**config.mk**
```make
export PLATFORM = sky130hd
export DESIGN_NAME = psum_accum_flat
export DESIGN_NICKNAME = d
export VERILOG_FILES = /design/src/rtl/psum_pkg.sv /design/src/rtl/psum_accum_if.sv /design/src/rtl/psum_sat_add.sv /design/src/rtl/psum_accum.sv /design/src/flat_wrapper.sv
export SDC_FILE = /design/constraint.sdc
export NUM_CORES = 1
export LEC_CHECK = 0
export ABC_AREA = 1
export BUFFER_PORTS_ARGS = -buffer_cell sky130_fd_sc_hd__buf_2
export CAP_MARGIN = 20
export CORE_ASPECT_RATIO = 1.2
export CORE_MARGIN = 2
export CORE_UTILIZATION = 35
export DETAILED_ROUTE_END_ITERATION = 16
export GPL_TIMING_DRIVEN = 0
export MAX_ROUTING_LAYER = met4
export PLACE_DENSITY_LB_ADDON = 0.3
export SLEW_MARGIN = 25
export SYNTH_ARGS = -nofsm -noshare
export SYNTH_HDL_FRONTEND = slang
export SYNTH_SLANG_ARGS = --single-unit
export TNS_END_PERCENT = 5
```
**constraint.sdc**
```tcl
create_clock -name i_clk -period 1.7 [get_ports i_clk]
set_clock_uncertainty 0.1 [all_clocks]
set_input_delay 0.17 -clock i_clk [delete_from_list [all_inputs] [get_ports i_clk]]
set_output_delay 0.17 -clock i_clk [all_outputs]
set_load 0.01 [all_outputs]
```
**src/rtl/psum_pkg.sv**
```systemverilog
// Shared types for the psum read-modify-write accumulator.
// Holds the FSM encoding and the lane count.
package psum_pkg;

  typedef enum logic [1:0] {
    S_IDLE,
    S_ACCUM,
    S_FLUSH,
    S_DONE
  } state_e;

  localparam int LANES = 2;

endpackage

```
**src/rtl/psum_accum_if.sv**
```systemverilog
// Bus bundle between the accumulator, its config/PE source,
// the psum memory and the output writer.
interface psum_accum_if #(
  parameter int DATA_WIDTH = 8,
  parameter int ADDR_WIDTH = 8,
  parameter int PASS_WIDTH = 4
);

  logic                  i_cfg_start;
  logic [ADDR_WIDTH-1:0] i_cfg_len;
  logic [PASS_WIDTH-1:0] i_cfg_passes;

  logic                  i_psum_valid;
  logic                  o_psum_ready;
  logic [DATA_WIDTH-1:0] i_psum_data0;
  logic [DATA_WIDTH-1:0] i_psum_data1;

  logic                  o_pm_wr_en;
  logic [ADDR_WIDTH-1:0] o_pm_wr_addr0;
  logic [ADDR_WIDTH-1:0] o_pm_wr_addr1;
  logic [DATA_WIDTH-1:0] o_pm_wr_data0;
  logic [DATA_WIDTH-1:0] o_pm_wr_data1;

  logic                  o_pm_rd_en;
  logic [ADDR_WIDTH-1:0] o_pm_rd_addr0;
  logic [ADDR_WIDTH-1:0] o_pm_rd_addr1;
  logic [DATA_WIDTH-1:0] i_pm_rd_data0;
  logic [DATA_WIDTH-1:0] i_pm_rd_data1;

  logic                  o_out_valid;
  logic                  i_out_ready;
  logic [DATA_WIDTH-1:0] o_out_data0;
  logic [DATA_WIDTH-1:0] o_out_data1;

  logic                  o_busy;
  logic                  o_done;

  modport master (
    output i_cfg_start, i_cfg_len, i_cfg_passes,
    output i_psum_valid, i_psum_data0, i_psum_data1,
    output i_pm_rd_data0, i_pm_rd_data1,
    output i_out_ready,
    input  o_psum_ready,
    input  o_pm_wr_en, o_pm_wr_addr0, o_pm_wr_addr1,
    input  o_pm_wr_data0, o_pm_wr_data1,
    input  o_pm_rd_en, o_pm_rd_addr0, o_pm_rd_addr1,
    input  o_out_valid, o_out_data0, o_out_data1,
    input  o_busy, o_done
  );

  modport slave (
    input  i_cfg_start, i_cfg_len, i_cfg_passes,
    input  i_psum_valid, i_psum_data0, i_psum_data1,
    input  i_pm_rd_data0, i_pm_rd_data1,
    input  i_out_ready,
    output o_psum_ready,
    output o_pm_wr_en, o_pm_wr_addr0, o_pm_wr_addr1,
    output o_pm_wr_data0, o_pm_wr_data1,
    output o_pm_rd_en, o_pm_rd_addr0, o_pm_rd_addr1,
    output o_out_valid, o_out_data0, o_out_data1,
    output o_busy, o_done
  );

endinterface

```
**src/rtl/psum_sat_add.sv**
```systemverilog
// Signed saturating adder, one per lane.
// Overflow shows as a mismatch of the two top bits of the wide sum.
module psum_sat_add #(
  parameter int DATA_WIDTH = 8
) (
  input  logic signed [DATA_WIDTH-1:0] a_i,
  input  logic signed [DATA_WIDTH-1:0] b_i,
  output logic signed [DATA_WIDTH-1:0] sum_o
);

  localparam int DW = DATA_WIDTH;
  localparam logic [DW-1:0] MAX_V = {1'b0, {(DW-1){1'b1}}};
  localparam logic [DW-1:0] MIN_V = {1'b1, {(DW-1){1'b0}}};

  logic [DW:0] wide_d;

  assign wide_d = {a_i[DW-1], a_i} + {b_i[DW-1], b_i};

  // Clamp to the representable range on overflow
  always_comb begin
    sum_o = wide_d[DW-1:0];
    if (wide_d[DW] != wide_d[DW-1]) begin
      sum_o = wide_d[DW] ? MIN_V : MAX_V;
    end
  end

endmodule

```
**src/rtl/psum_accum.sv**
```systemverilog
// Read-modify-write psum accumulator: overwrite on pass 0, add on later
// passes, stream final (optionally ReLU'd) sums on the last pass.
module psum_accum
  import psum_pkg::*;
#(
  parameter int DATA_WIDTH = 8,
  parameter int ADDR_WIDTH = 8,
  parameter int PASS_WIDTH = 4,
  parameter bit RELU_EN    = 1'b1
) (
  input logic         i_clk,
  input logic         i_rst_n,
  psum_accum_if.slave bus
);

  localparam int DW = DATA_WIDTH;
  localparam int AW = ADDR_WIDTH;
  localparam int PW = PASS_WIDTH;

  typedef logic signed [DW-1:0] data_t;

  state_e        state_q;
  logic [AW-1:0] len_q;
  logic [AW-1:0] k_q;
  logic [PW-1:0] passes_q;
  logic [PW-1:0] p_q;
  logic          busy_q;
  logic          done_q;
  logic          out_valid_q;
  data_t         out_q [LANES];

  data_t         psum_d [LANES];
  data_t         rd_d   [LANES];
  data_t         sum_d  [LANES];
  data_t         wr_d   [LANES];
  data_t         relu_d [LANES];
  logic [AW-1:0] addr_d [LANES];

  logic in_accum;
  logic first_pass;
  logic last_pass;
  logic last_beat;
  logic out_free;
  logic ready_d;
  logic accept_d;
  logic rd_en_d;

  assign psum_d[0] = bus.i_psum_data0;
  assign psum_d[1] = bus.i_psum_data1;
  assign rd_d[0]   = bus.i_pm_rd_data0;
  assign rd_d[1]   = bus.i_pm_rd_data1;

  assign in_accum   = (state_q == S_ACCUM);
  assign first_pass = (p_q == '0);
  assign last_pass  = (p_q == passes_q - 1'b1);
  assign last_beat  = (k_q == len_q - 1'b1);
  assign out_free   = !out_valid_q || bus.i_out_ready;
  assign ready_d    = in_accum && (!last_pass || out_free);
  assign accept_d   = bus.i_psum_valid && ready_d;
  assign rd_en_d    = accept_d && !first_pass;

  for (genvar l = 0; l < LANES; l++) begin : g_lane
    assign addr_d[l] = {k_q[AW-2:0], 1'(l)};

    psum_sat_add #(
      .DATA_WIDTH(DW)
    ) u_add (
      .a_i  (rd_d[l]),
      .b_i  (psum_d[l]),
      .sum_o(sum_d[l])
    );

    assign wr_d[l]   = first_pass ? psum_d[l] : sum_d[l];
    assign relu_d[l] = (RELU_EN && wr_d[l][DW-1]) ? '0 : wr_d[l];
  end

  assign bus.o_psum_ready  = ready_d;
  assign bus.o_pm_wr_en    = accept_d;
  assign bus.o_pm_wr_addr0 = accept_d ? addr_d[0] : '0;
  assign bus.o_pm_wr_addr1 = accept_d ? addr_d[1] : '0;
  assign bus.o_pm_wr_data0 = accept_d ? wr_d[0] : '0;
  assign bus.o_pm_wr_data1 = accept_d ? wr_d[1] : '0;
  assign bus.o_pm_rd_en    = rd_en_d;
  assign bus.o_pm_rd_addr0 = rd_en_d ? addr_d[0] : '0;
  assign bus.o_pm_rd_addr1 = rd_en_d ? addr_d[1] : '0;
  assign bus.o_out_valid   = out_valid_q;
  assign bus.o_out_data0   = out_q[0];
  assign bus.o_out_data1   = out_q[1];
  assign bus.o_busy        = busy_q;
  assign bus.o_done        = done_q;

  // Tile sequencing: config latch, beat/pass counters, busy/done
  always_ff @(posedge i_clk or negedge i_rst_n) begin
    if (!i_rst_n) begin
      state_q  <= S_IDLE;
      len_q    <= '0;
      passes_q <= '0;
      k_q      <= '0;
      p_q      <= '0;
      busy_q   <= 1'b0;
      done_q   <= 1'b0;
    end else begin
      done_q <= 1'b0;
      unique case (state_q)
        S_IDLE: begin
          if (bus.i_cfg_start) begin
            len_q    <= bus.i_cfg_len;
            passes_q <= bus.i_cfg_passes;
            k_q      <= '0;
            p_q      <= '0;
            busy_q   <= 1'b1;
            if (bus.i_cfg_len == '0 || bus.i_cfg_passes == '0) begin
              state_q <= S_DONE;
            end else begin
              state_q <= S_ACCUM;
            end
          end
        end
        S_ACCUM: begin
          if (accept_d) begin
            if (last_beat) begin
              k_q <= '0;
              if (last_pass) begin
                state_q <= S_FLUSH;
              end else begin
                p_q <= p_q + 1'b1;
              end
            end else begin
              k_q <= k_q + 1'b1;
            end
          end
        end
        S_FLUSH: begin
          if (!out_valid_q) begin
            state_q <= S_DONE;
          end
        end
        S_DONE: begin
          done_q  <= 1'b1;
          busy_q  <= 1'b0;
          state_q <= S_IDLE;
        end
        default: state_q <= S_IDLE;
      endcase
    end
  end

  // One-entry output register; a new load wins over a drain
  always_ff @(posedge i_clk or negedge i_rst_n) begin
    if (!i_rst_n) begin
      out_valid_q <= 1'b0;
      out_q[0]    <= '0;
      out_q[1]    <= '0;
    end else if (accept_d && last_pass) begin
      out_valid_q <= 1'b1;
      out_q[0]    <= relu_d[0];
      out_q[1]    <= relu_d[1];
    end else if (out_valid_q && bus.i_out_ready) begin
      out_valid_q <= 1'b0;
    end
  end

endmodule
```
**src/flat_wrapper.sv**
```systemverilog
// flat-port wrapper written by rule: the top's interface ports become plain ports
module psum_accum_flat import psum_pkg::*;
#(
  parameter int DATA_WIDTH = 8,
  parameter int ADDR_WIDTH = 8,
  parameter int PASS_WIDTH = 4,
  parameter bit RELU_EN    = 1'b1
)
  (i_clk, i_rst_n, bus_i_cfg_start, bus_i_cfg_len, bus_i_cfg_passes, bus_i_psum_valid, bus_i_psum_data0, bus_i_psum_data1, bus_i_pm_rd_data0, bus_i_pm_rd_data1, bus_i_out_ready, bus_o_psum_ready, bus_o_pm_wr_en, bus_o_pm_wr_addr0, bus_o_pm_wr_addr1, bus_o_pm_wr_data0, bus_o_pm_wr_data1, bus_o_pm_rd_en, bus_o_pm_rd_addr0, bus_o_pm_rd_addr1, bus_o_out_valid, bus_o_out_data0, bus_o_out_data1, bus_o_busy, bus_o_done);
  psum_accum_if #(.DATA_WIDTH(DATA_WIDTH), .ADDR_WIDTH(ADDR_WIDTH), .PASS_WIDTH(PASS_WIDTH)) bus_i ();
  input logic i_clk;
  input logic i_rst_n;
  input wire logic [$bits(bus_i.i_cfg_start)-1:0] bus_i_cfg_start;
  input wire logic [$bits(bus_i.i_cfg_len)-1:0] bus_i_cfg_len;
  input wire logic [$bits(bus_i.i_cfg_passes)-1:0] bus_i_cfg_passes;
  input wire logic [$bits(bus_i.i_psum_valid)-1:0] bus_i_psum_valid;
  input wire logic [$bits(bus_i.i_psum_data0)-1:0] bus_i_psum_data0;
  input wire logic [$bits(bus_i.i_psum_data1)-1:0] bus_i_psum_data1;
  input wire logic [$bits(bus_i.i_pm_rd_data0)-1:0] bus_i_pm_rd_data0;
  input wire logic [$bits(bus_i.i_pm_rd_data1)-1:0] bus_i_pm_rd_data1;
  input wire logic [$bits(bus_i.i_out_ready)-1:0] bus_i_out_ready;
  output wire logic [$bits(bus_i.o_psum_ready)-1:0] bus_o_psum_ready;
  output wire logic [$bits(bus_i.o_pm_wr_en)-1:0] bus_o_pm_wr_en;
  output wire logic [$bits(bus_i.o_pm_wr_addr0)-1:0] bus_o_pm_wr_addr0;
  output wire logic [$bits(bus_i.o_pm_wr_addr1)-1:0] bus_o_pm_wr_addr1;
  output wire logic [$bits(bus_i.o_pm_wr_data0)-1:0] bus_o_pm_wr_data0;
  output wire logic [$bits(bus_i.o_pm_wr_data1)-1:0] bus_o_pm_wr_data1;
  output wire logic [$bits(bus_i.o_pm_rd_en)-1:0] bus_o_pm_rd_en;
  output wire logic [$bits(bus_i.o_pm_rd_addr0)-1:0] bus_o_pm_rd_addr0;
  output wire logic [$bits(bus_i.o_pm_rd_addr1)-1:0] bus_o_pm_rd_addr1;
  output wire logic [$bits(bus_i.o_out_valid)-1:0] bus_o_out_valid;
  output wire logic [$bits(bus_i.o_out_data0)-1:0] bus_o_out_data0;
  output wire logic [$bits(bus_i.o_out_data1)-1:0] bus_o_out_data1;
  output wire logic [$bits(bus_i.o_busy)-1:0] bus_o_busy;
  output wire logic [$bits(bus_i.o_done)-1:0] bus_o_done;
  assign bus_i.i_cfg_start = bus_i_cfg_start;
  assign bus_i.i_cfg_len = bus_i_cfg_len;
  assign bus_i.i_cfg_passes = bus_i_cfg_passes;
  assign bus_i.i_psum_valid = bus_i_psum_valid;
  assign bus_i.i_psum_data0 = bus_i_psum_data0;
  assign bus_i.i_psum_data1 = bus_i_psum_data1;
  assign bus_i.i_pm_rd_data0 = bus_i_pm_rd_data0;
  assign bus_i.i_pm_rd_data1 = bus_i_pm_rd_data1;
  assign bus_i.i_out_ready = bus_i_out_ready;
  assign bus_o_psum_ready = bus_i.o_psum_ready;
  assign bus_o_pm_wr_en = bus_i.o_pm_wr_en;
  assign bus_o_pm_wr_addr0 = bus_i.o_pm_wr_addr0;
  assign bus_o_pm_wr_addr1 = bus_i.o_pm_wr_addr1;
  assign bus_o_pm_wr_data0 = bus_i.o_pm_wr_data0;
  assign bus_o_pm_wr_data1 = bus_i.o_pm_wr_data1;
  assign bus_o_pm_rd_en = bus_i.o_pm_rd_en;
  assign bus_o_pm_rd_addr0 = bus_i.o_pm_rd_addr0;
  assign bus_o_pm_rd_addr1 = bus_i.o_pm_rd_addr1;
  assign bus_o_out_valid = bus_i.o_out_valid;
  assign bus_o_out_data0 = bus_i.o_out_data0;
  assign bus_o_out_data1 = bus_i.o_out_data1;
  assign bus_o_busy = bus_i.o_busy;
  assign bus_o_done = bus_i.o_done;
  psum_accum #(.DATA_WIDTH(DATA_WIDTH), .ADDR_WIDTH(ADDR_WIDTH), .PASS_WIDTH(PASS_WIDTH), .RELU_EN(RELU_EN)) u_core (.i_clk(i_clk), .i_rst_n(i_rst_n), .bus(bus_i));
endmodule
```
==> reports/qor.yml, run 1 <==
status:
  status: "finished with violations"
  violations: "setup timing"
sta:
  fin_ws_ps: -615.2
  setup_violations: 78
  finalHoldViolCount: 0
  final_max_slew_viol_count: 0
  tns_ps: -34910
  rsz0062_at_grt: "true"
  slew-limit-headroom_pct: 63.41
  fmax_mhz: 431.9
  fin_crit_sh_pct: 136.2
  fin_crit_ps: 2315
  worstMarginPinSlew_ps: 548.8
clock_tree:
  cts.sinks: 43
  clk_path_buf_depth: 2
  path_clk_slew_ps: 60
  cts_tree: "done"
  cts_root_buf: "clkbuf_16"
  numCtsBuffers: 5
  worstSkewPairLatency_ps: 290
  htree_num_levels: 2
yosys:
  ys_types: 40
  synth_area_um2: 3924
  syn_inst: 598
  ys_seq_elements: 43
  synth.avg_cell_area_um2: 6.561
  seq_area_frac_synth_pct: 27.42
  ys_warn_count: 0
placed_design:
  place_area_um2: 4836
  port_buffers: 114
  gp_congestion: 0.8795
  place_inst: 847
  dp_hpwl_um: 8412
floorplan:
  top_level_ports: 119
  start_util_pct: 35.73
  die_h_um: 120.0
  fp.dieW_um: 100.7
  coreArea_um2: 10980
  dieArea_um2: 12080
  num_rows: 42
detailed_routing:
  via_per_inst: 4.781
  route.detailed.drc: 0
  drt_iter0_drc: 166
  dr.pass1.iters: 4
  wirelength_um: 10530
  avgRoutedWirePerCell_um: 12.15
  vias: 4145
  antenna_left: 0
final_layout:
  drive_gt1_share_pct: 34.29
  instances_no_fill: 867
  nets: 810
  area_growth_pct: 34.15
  n_antenna_cell: 0
  finalInstanceArea_um2: 5264
  finish.utilization_pct: 47.93
  seq_area_um2: 1079
  multi_input_area_um2: 2616
  fillers: 1078
worst_hold_path:
  hold_class: "in2reg"
  hold_path_depth: 3
  holdPathEnd: "u_core.passes_q[1]"
  min_from: "bus_i_cfg_passes[1]"
global_route:
  antenna_found_initial: 0
  grt_pass1_vias: 4013
  grt_max_degree: 44
  grt_overflow: 0
  grtUsageTotal_pct: 18.06
  grt_pass1_wl_um: 17450
setup_path:
  cp-start-kind: "input port"
  required_ps: 1430
  r2r-start: "u_core.passes_q[0]"
  end_kind: "output pin"
  r2r-end: "u_core.bus.o_out_data1[3]"
  worst-path-max-fanout: 5
  r2r_cells: 14
  crit_arrival_ps: 2050
  rrSetupSlack_ps: -360
  critPathKind: "in2out"
power_and_ir_drop:
  ir_drop_mv: 0.5156
  power_mw: 7.106
  power_density_nw_per_um2: 1350
  leakagePower_nw: 2.924
job:
  cap_violations: 0
[cell usage after synthesis]
library cell,number,share of area (%)
a21boi_0,1,0.19
clkbuf_1,3,0.29
nand2_4,3,0.86
nand3_4,1,0.45
inv_1,73,7.0
buf_6,1,0.29
clkbuf_2,1,0.13
nor2_1,60,5.7
fa_1,2,1.0
ha_1,25,8.0
conb_1,1,0.096
nand4_1,7,1.1
xor2_1,12,2.7
or2_2,10,1.6
nand2_2,3,0.48
xnor2_1,5,1.1
buf_2,4,0.51
nand2_1,200,19
nand3b_1,3,0.57
buf_4,20,3.8
a21oi_1,21,2.7
nand3_1,43,5.5
a21oi_4,1,0.41
nor4_1,1,0.16
nand4_2,1,0.32
nand4_4,1,0.54
o21ai_0,20,2.6
and3_1,1,0.16
dfrtp_1,43,27
nor3_1,3,0.38
a21o_1,1,0.19
o21ai_2,2,0.45
inv_2,3,0.29
o21bai_1,1,0.19
a31oi_1,1,0.16
nor2_4,4,1.1
o21ai_1,8,1.0
nor3b_1,1,0.19
nor2_2,6,0.96
nand3_2,1,0.26
[where the power goes]
| group | switching, mW | total, mW | internal (mW) |
|---|---|---|---|
| Combinational | 2.68 | 4.31 | 1.63 |
| Clock | 0.409 | 1.15 | 0.739 |
| Sequential | 0.322 | 1.65 | 1.33 |
| Total | 3.41 | 7.11 | 3.70 |
[cells in the final DEF (no fill, tap or decap), drive strengths merged, types with 9 or more instances in the layout]
cell type	n
nand2	206
buf	148
inv	76
nor2	70
nand3	45
dfrtp	43
o21ai	30
ha	25
a21oi	22
xor2	12
clkbuf	11
or2	10
nand4	9
[critical path, stage by stage]
cell and delay, ps:
buf_2 90, ha_1 160, inv_1 50, fa_1 410, o21ai_2 230, nand3_1 100
nand2_1 90, nand2_2 90, nor2_2 160, nor2_2 80, nand2_1 90, nand2_1 60
nor2_2 110, buf_2 150
[area by class of cell]
class,instances,share of cell area (%)
timing repair buffer,126,13.29
inverter,76,5.633
tap,132,3.138
clock buffer,6,2.638
buffer,29,4.374
sequential,43,20.49
multi-input combinational,453,49.70
clock inverter,2,0.7369
[state kept, by name, indices dropped and copies added, names as in the netlist]
register and cells:
u_core.bus.o_out_valid 1, u_core.bus.o_done 1, u_core.bus.o_out_data1 7, u_core.k_q 8, u_core.bus.o_busy 1, u_core.passes_q 4, u_core.p_q 4, u_core.state_q 2
u_core.len_q 8, u_core.bus.o_out_data0 7
[repair_timing]
item                                    4_1_cts  5_1_grt
endpoints found under the hold margin        44        0
buffers inserted                             10        0
resized for setup                            27       16
pin swaps                                     9        4
hold buffers                                  2        0
endpoints found under the setup margin       86       91
[logic make-up (layout without fill, tap and decap cells)]
| family | count (synthesis) | count (layout) | synth area share, % |
|---|---|---|---|
| simple gates | 349 | 349 | 39.54 |
| compound gates | 56 | 56 | 7.845 |
| flops | 43 | 43 | 27.42 |
| xor+xnor | 17 | 17 | 3.795 |
| fa+ha+maj | 27 | 27 | 8.992 |
| buf+inv | 105 | 239 | 12.31 |
| other cells | 1 | 4 | 0.09557 |
[routing by layer]
metal	vias up	track usage (%)	wire [µm]
met3	13	2.446	371
met5	-	-	0
li1	2123	-	-
met4	0	4.195	168
met1	1923	19.55	4222
met2	86	34.29	5772
[worst max path at each step]
stage / to / depth (start not counted) / start
5_1_grt: bus_o_pm_wr_data1[3] / 14 / bus_i_psum_data1[0]
3_5_place_dp: bus_o_pm_wr_data1[2] / 14 / bus_i_psum_data1[0]
2_1_floorplan: bus_o_pm_rd_addr1[1] / 13 / u_core.passes_q[0]
3_3_place_gp: bus_o_pm_wr_data1[2] / 14 / bus_i_psum_data1[0]
4_1_cts: bus_o_pm_wr_addr1[4] / 13 / u_core.passes_q[0]
6_report: bus_o_pm_wr_data1[3] / 14 / bus_i_psum_data1[0]
[per-stage QoR]
stage,hold WS (ps),worst slack [ps]
detailed placement,276.4,-644.3
global placement,274.0,-623.8
global route,48.60,-753.0
finish,18.03,-615.2
CTS,17.41,-629.4
floorplan,-225.6,-248.1
Power figures use the tool's default switching activity.
==> inputs of run 2 (changes only) <==
--- a/config.mk
+++ b/config.mk
@@ -5,13 +5,12 @@
 export SDC_FILE = /design/constraint.sdc
 export NUM_CORES = 1
 export LEC_CHECK = 0
-export ABC_AREA = 1
 export BUFFER_PORTS_ARGS = -buffer_cell sky130_fd_sc_hd__buf_2
 export CAP_MARGIN = 20
-export CORE_ASPECT_RATIO = 1.2
 export CORE_MARGIN = 2
 export CORE_UTILIZATION = 35
 export DETAILED_ROUTE_END_ITERATION = 16
+export GPL_ROUTABILITY_DRIVEN = 0
 export GPL_TIMING_DRIVEN = 0
 export MAX_ROUTING_LAYER = met4
 export PLACE_DENSITY_LB_ADDON = 0.3
==> reports/qor.yml, run 2 <==
status:
  status: "finished with violations"
  violations: "setup timing"
final_layout:
  seq_area_um2: 1084  # +0.46%
  final_cell_mix: "91 x buf_2, 41 x nand2_1, 37 x dfrtp_1"
  finish.utilization_pct: 54.72  # +6.8 points
  nets: 686  # -15%
  area_growth_pct: 53.56
  n_antenna_cell: 0  # unchanged
  drive_gt1_share_pct: 48.45  # +14 points
  top_regs: "u_core.k_q: 8 flops, u_core.len_q: 8 flops"
  mostFrequentLayoutCell: "buf_2"
  fillers: 983  # -8.8%
  multi_input_area_um2: 3079  # +18%
power_and_ir_drop:
  clkPwrFrac_pct: 10.9  # -5.2 points
  pwr-share-comb_pct: 63.0  # +2.3 points
  leakagePower_nw: 2.718  # -7.1%
  swShare_pct: 44.94  # -3.0 points
  p_switching_mw: 2.991  # -12%
  power_density_nw_per_um2: 1132  # -16%
  power_frac_seq_pct: 26.1  # +2.9 points
  ir_drop_mv: 0.6637  # +29%
  p_int_mw: 3.665  # -0.93%
floorplan:
  fp.dieW_um: 108.6  # +7.9%
  start_util_pct: 35.63  # -0.095 points
  die_h_um: 108.6  # -9.5%
  dieArea_um2: 11790  # -2.4%
  top_level_ports: 119  # unchanged
  num_rows: 38  # -9.5%
  coreArea_um2: 10750  # -2.2%
worst_hold_path:
  hold_class: "in2reg"
yosys:
  seq_area_frac_synth_pct: 28.10  # +0.68 points
  synth-edff-count: 0  # unchanged
  yosysTopAreaCell: "dfrtp_1"
  synth_common_cells: "48 x nor2_1, 43 x dfrtp_1, 43 x nand2_1, 27 x inv_1"
  ys_warn_count: 0  # unchanged
  ys_seq_elements: 43  # unchanged
  synthFlopType: "dfrtp_1"
  ys_types: 67  # +68%
  async_flop_share_pct: 100.0  # unchanged
  yosys-top-cells-area: "dfrtp_1 28%, ha_1 8.2%, nor2_1 4.7%"
  synth.avg_cell_area_um2: 8.181  # +25%
  synth_top_cell_area_share_pct: 28.10  # +0.68 points
  synth_area_um2: 3829  # -2.4%
  syn_inst: 468  # -22%
  synth.most_common_cell: "nor2_1"
sta:
  fin_crit_ps: 2567  # +252.2 ps
  fmax_mhz: 389.5  # -9.8%
  slew-limit-headroom_pct: 61.87  # -1.5 points
  setup_violations: 78  # unchanged
  final_max_slew_viol_count: 0  # unchanged
  finalHoldViolCount: 0  # unchanged
  rsz0062_at_grt: "true"
  worstMarginPinSlew_ps: 571.9  # +23.08 ps
  fin_crit_sh_pct: 151.0  # +15 points
  fin_ws_ps: -867.4  # -252.2 ps
  tns_ps: -50660  # -15,750 ps
  whs_ps: 18.65  # +0.6255 ps
clock_tree:
  htree_num_levels: 2  # unchanged
  cts.sinks: 43  # unchanged
  cts_tree: "done"
  path_clk_slew_ps: 80  # +20 ps
  numCtsBuffers: 5  # unchanged
  cts_root_buf: "clkbuf_8"
  clk_path_buf_depth: 2  # unchanged
  worstSkewPairLatency_ps: 300  # about the same
setup_path:
  required_ps: 1430  # about the same
  cp_cell_sequence: "inv_2 > ha_4 > xnor2_4 > nor3_2 > a31o_2 > clkbuf_16 > buf_12 > clkbuf_16 > nor2_4 > buf_6 > buf_6"
  critPathKind: "reg2out"
  cp-start-kind: "flop"
  worst-path-max-fanout: 5  # unchanged
  crit_arrival_ps: 2300  # +250 ps
  end_kind: "output pin"
  cpPeakStageDelay_ps: 400  # about the same
  slowest_stage: "dfrtp_1"
global_route:
  grt_pass1_wl_um: 19170  # +9.8%
  antenna_found_initial: 0  # unchanged
  grt_max_degree: 44  # unchanged
  grtUsageTotal_pct: 20.91  # +2.8 points
  grt_pass1_vias: 4021  # +0.20%
  grt_overflow: 0  # unchanged
placed_design:
  dp_hpwl_um: 8658  # +2.9%
  port_buffers: 114  # unchanged
detailed_routing:
  via_per_inst: 5.509  # +15%
  route.detailed.drc: 0  # unchanged
  avgRoutedWirePerCell_um: 16.48  # +36%
  dr.pass1.iters: 4  # unchanged
  vias: 4137  # -0.19%
  wirelength_um: 12380  # +18%
  drt_iter0_drc: 206  # +24%
  antenna_left: 0  # unchanged
job:
  cap_violations: 0  # unchanged
[run 2: changes by cell type after synthesis, sizes merged, moves of 8 or more]
cell,delta
nand2,-163
nor2,-22
nand3,-32
o211ai,+9
xnor2,+13
or2,-8
inv,-49
mux2,+13
nor3,+14
clkbuf,+8
nor2b,+8
[run 2: area by class of cell]
cell class	count	share of cell area (%)
Buffer	36	6.938
Multi-Input combinational cell	364	52.37
Inverter	27	1.766
Clock buffer	7	1.639
Sequential cell	43	18.43
Timing Repair Buffer	133	15.75
Tap cell	140	2.979
Clock inverter	1	0.1277
[run 2: stage by stage]
stage	cells	setup WS [ps]	instance area, µm²	total power, mW
2_1_floorplan	471	-478.4	4018	3.801
3_3_place_gp	725	-872.0	4763	4.557
4_1_cts	748	-813.0	5543	6.194
3_5_place_dp	725	-962.3	4763	4.658
6_report	751	-867.4	5879	6.656
5_1_grt	751	-906.4	5879	7.088
[run 2: kinds of logic after synthesis]
family / synth area share [%]
buffers and inverters: 8.464
flip-flops: 28.10
multiplexers: 4.346
XOR/XNOR: 5.948
other: 0.09795
adder cells (fa/ha/maj): 9.216
AO/OA/AOI/OAI: 21.27
AND/OR/NAND/NOR: 22.55
[run 2: repair_timing]
item	4_1_cts	5_1_grt
endpoints found under the setup margin	88	88
hold endpoints to repair	43	0
gates resized for setup	118	79
buffers inserted	12	3
hold buffers	1	0
cloned	4	0
pin swaps	26	23
[run 2: path summary, 6_finish.rpt]
kind,startpoint,endpoint,slack [ps],cells after the start
worst max-delay path,u_core.passes_q[0],bus_o_pm_wr_addr1[1],-870,11
worst min register to register,u_core.bus.o_out_data1[5],u_core.bus.o_out_data1[5],400,2
worst min-delay path,bus_i_cfg_len[6],u_core.len_q[6],20,2
min in group asynchronous,i_rst_n,u_core.k_q[6],320,2
worst max register to register,u_core.len_q[0],u_core.p_q[1],-700,8
max in group asynchronous,i_rst_n,u_core.state_q[0],760,2
[run 2: critical path: cells and delay by family, from the launching register on]
family	cells	cell delay, ps
fa+ha+maj	1	260
buf+inv	6	750
simple gates	2	180
flops	1	400
xor+xnor	1	150
compound gates	1	260
[run 2: power by group through the flow]
stage	Clock, mW	Sequential, mW	Combinational (mW)
after floorplan	0	1.65	2.15
after global placement	0	1.70	2.86
after CTS	0.741	1.72	3.73
final	0.729	1.74	4.19
after global routing	0.786	1.77	4.53
after detailed placement	0	1.71	2.95
[run 2: metal layers]
layer / vias up / track usage [%] / routed length (µm)
met2: 157 / 37.99 / 6625
met3: 28 / 1.688 / 525
met5: - / - / 0
met4: 0 / 6.227 / 270
li1: 1951 / - / -
met1: 2001 / 24.50 / 4957
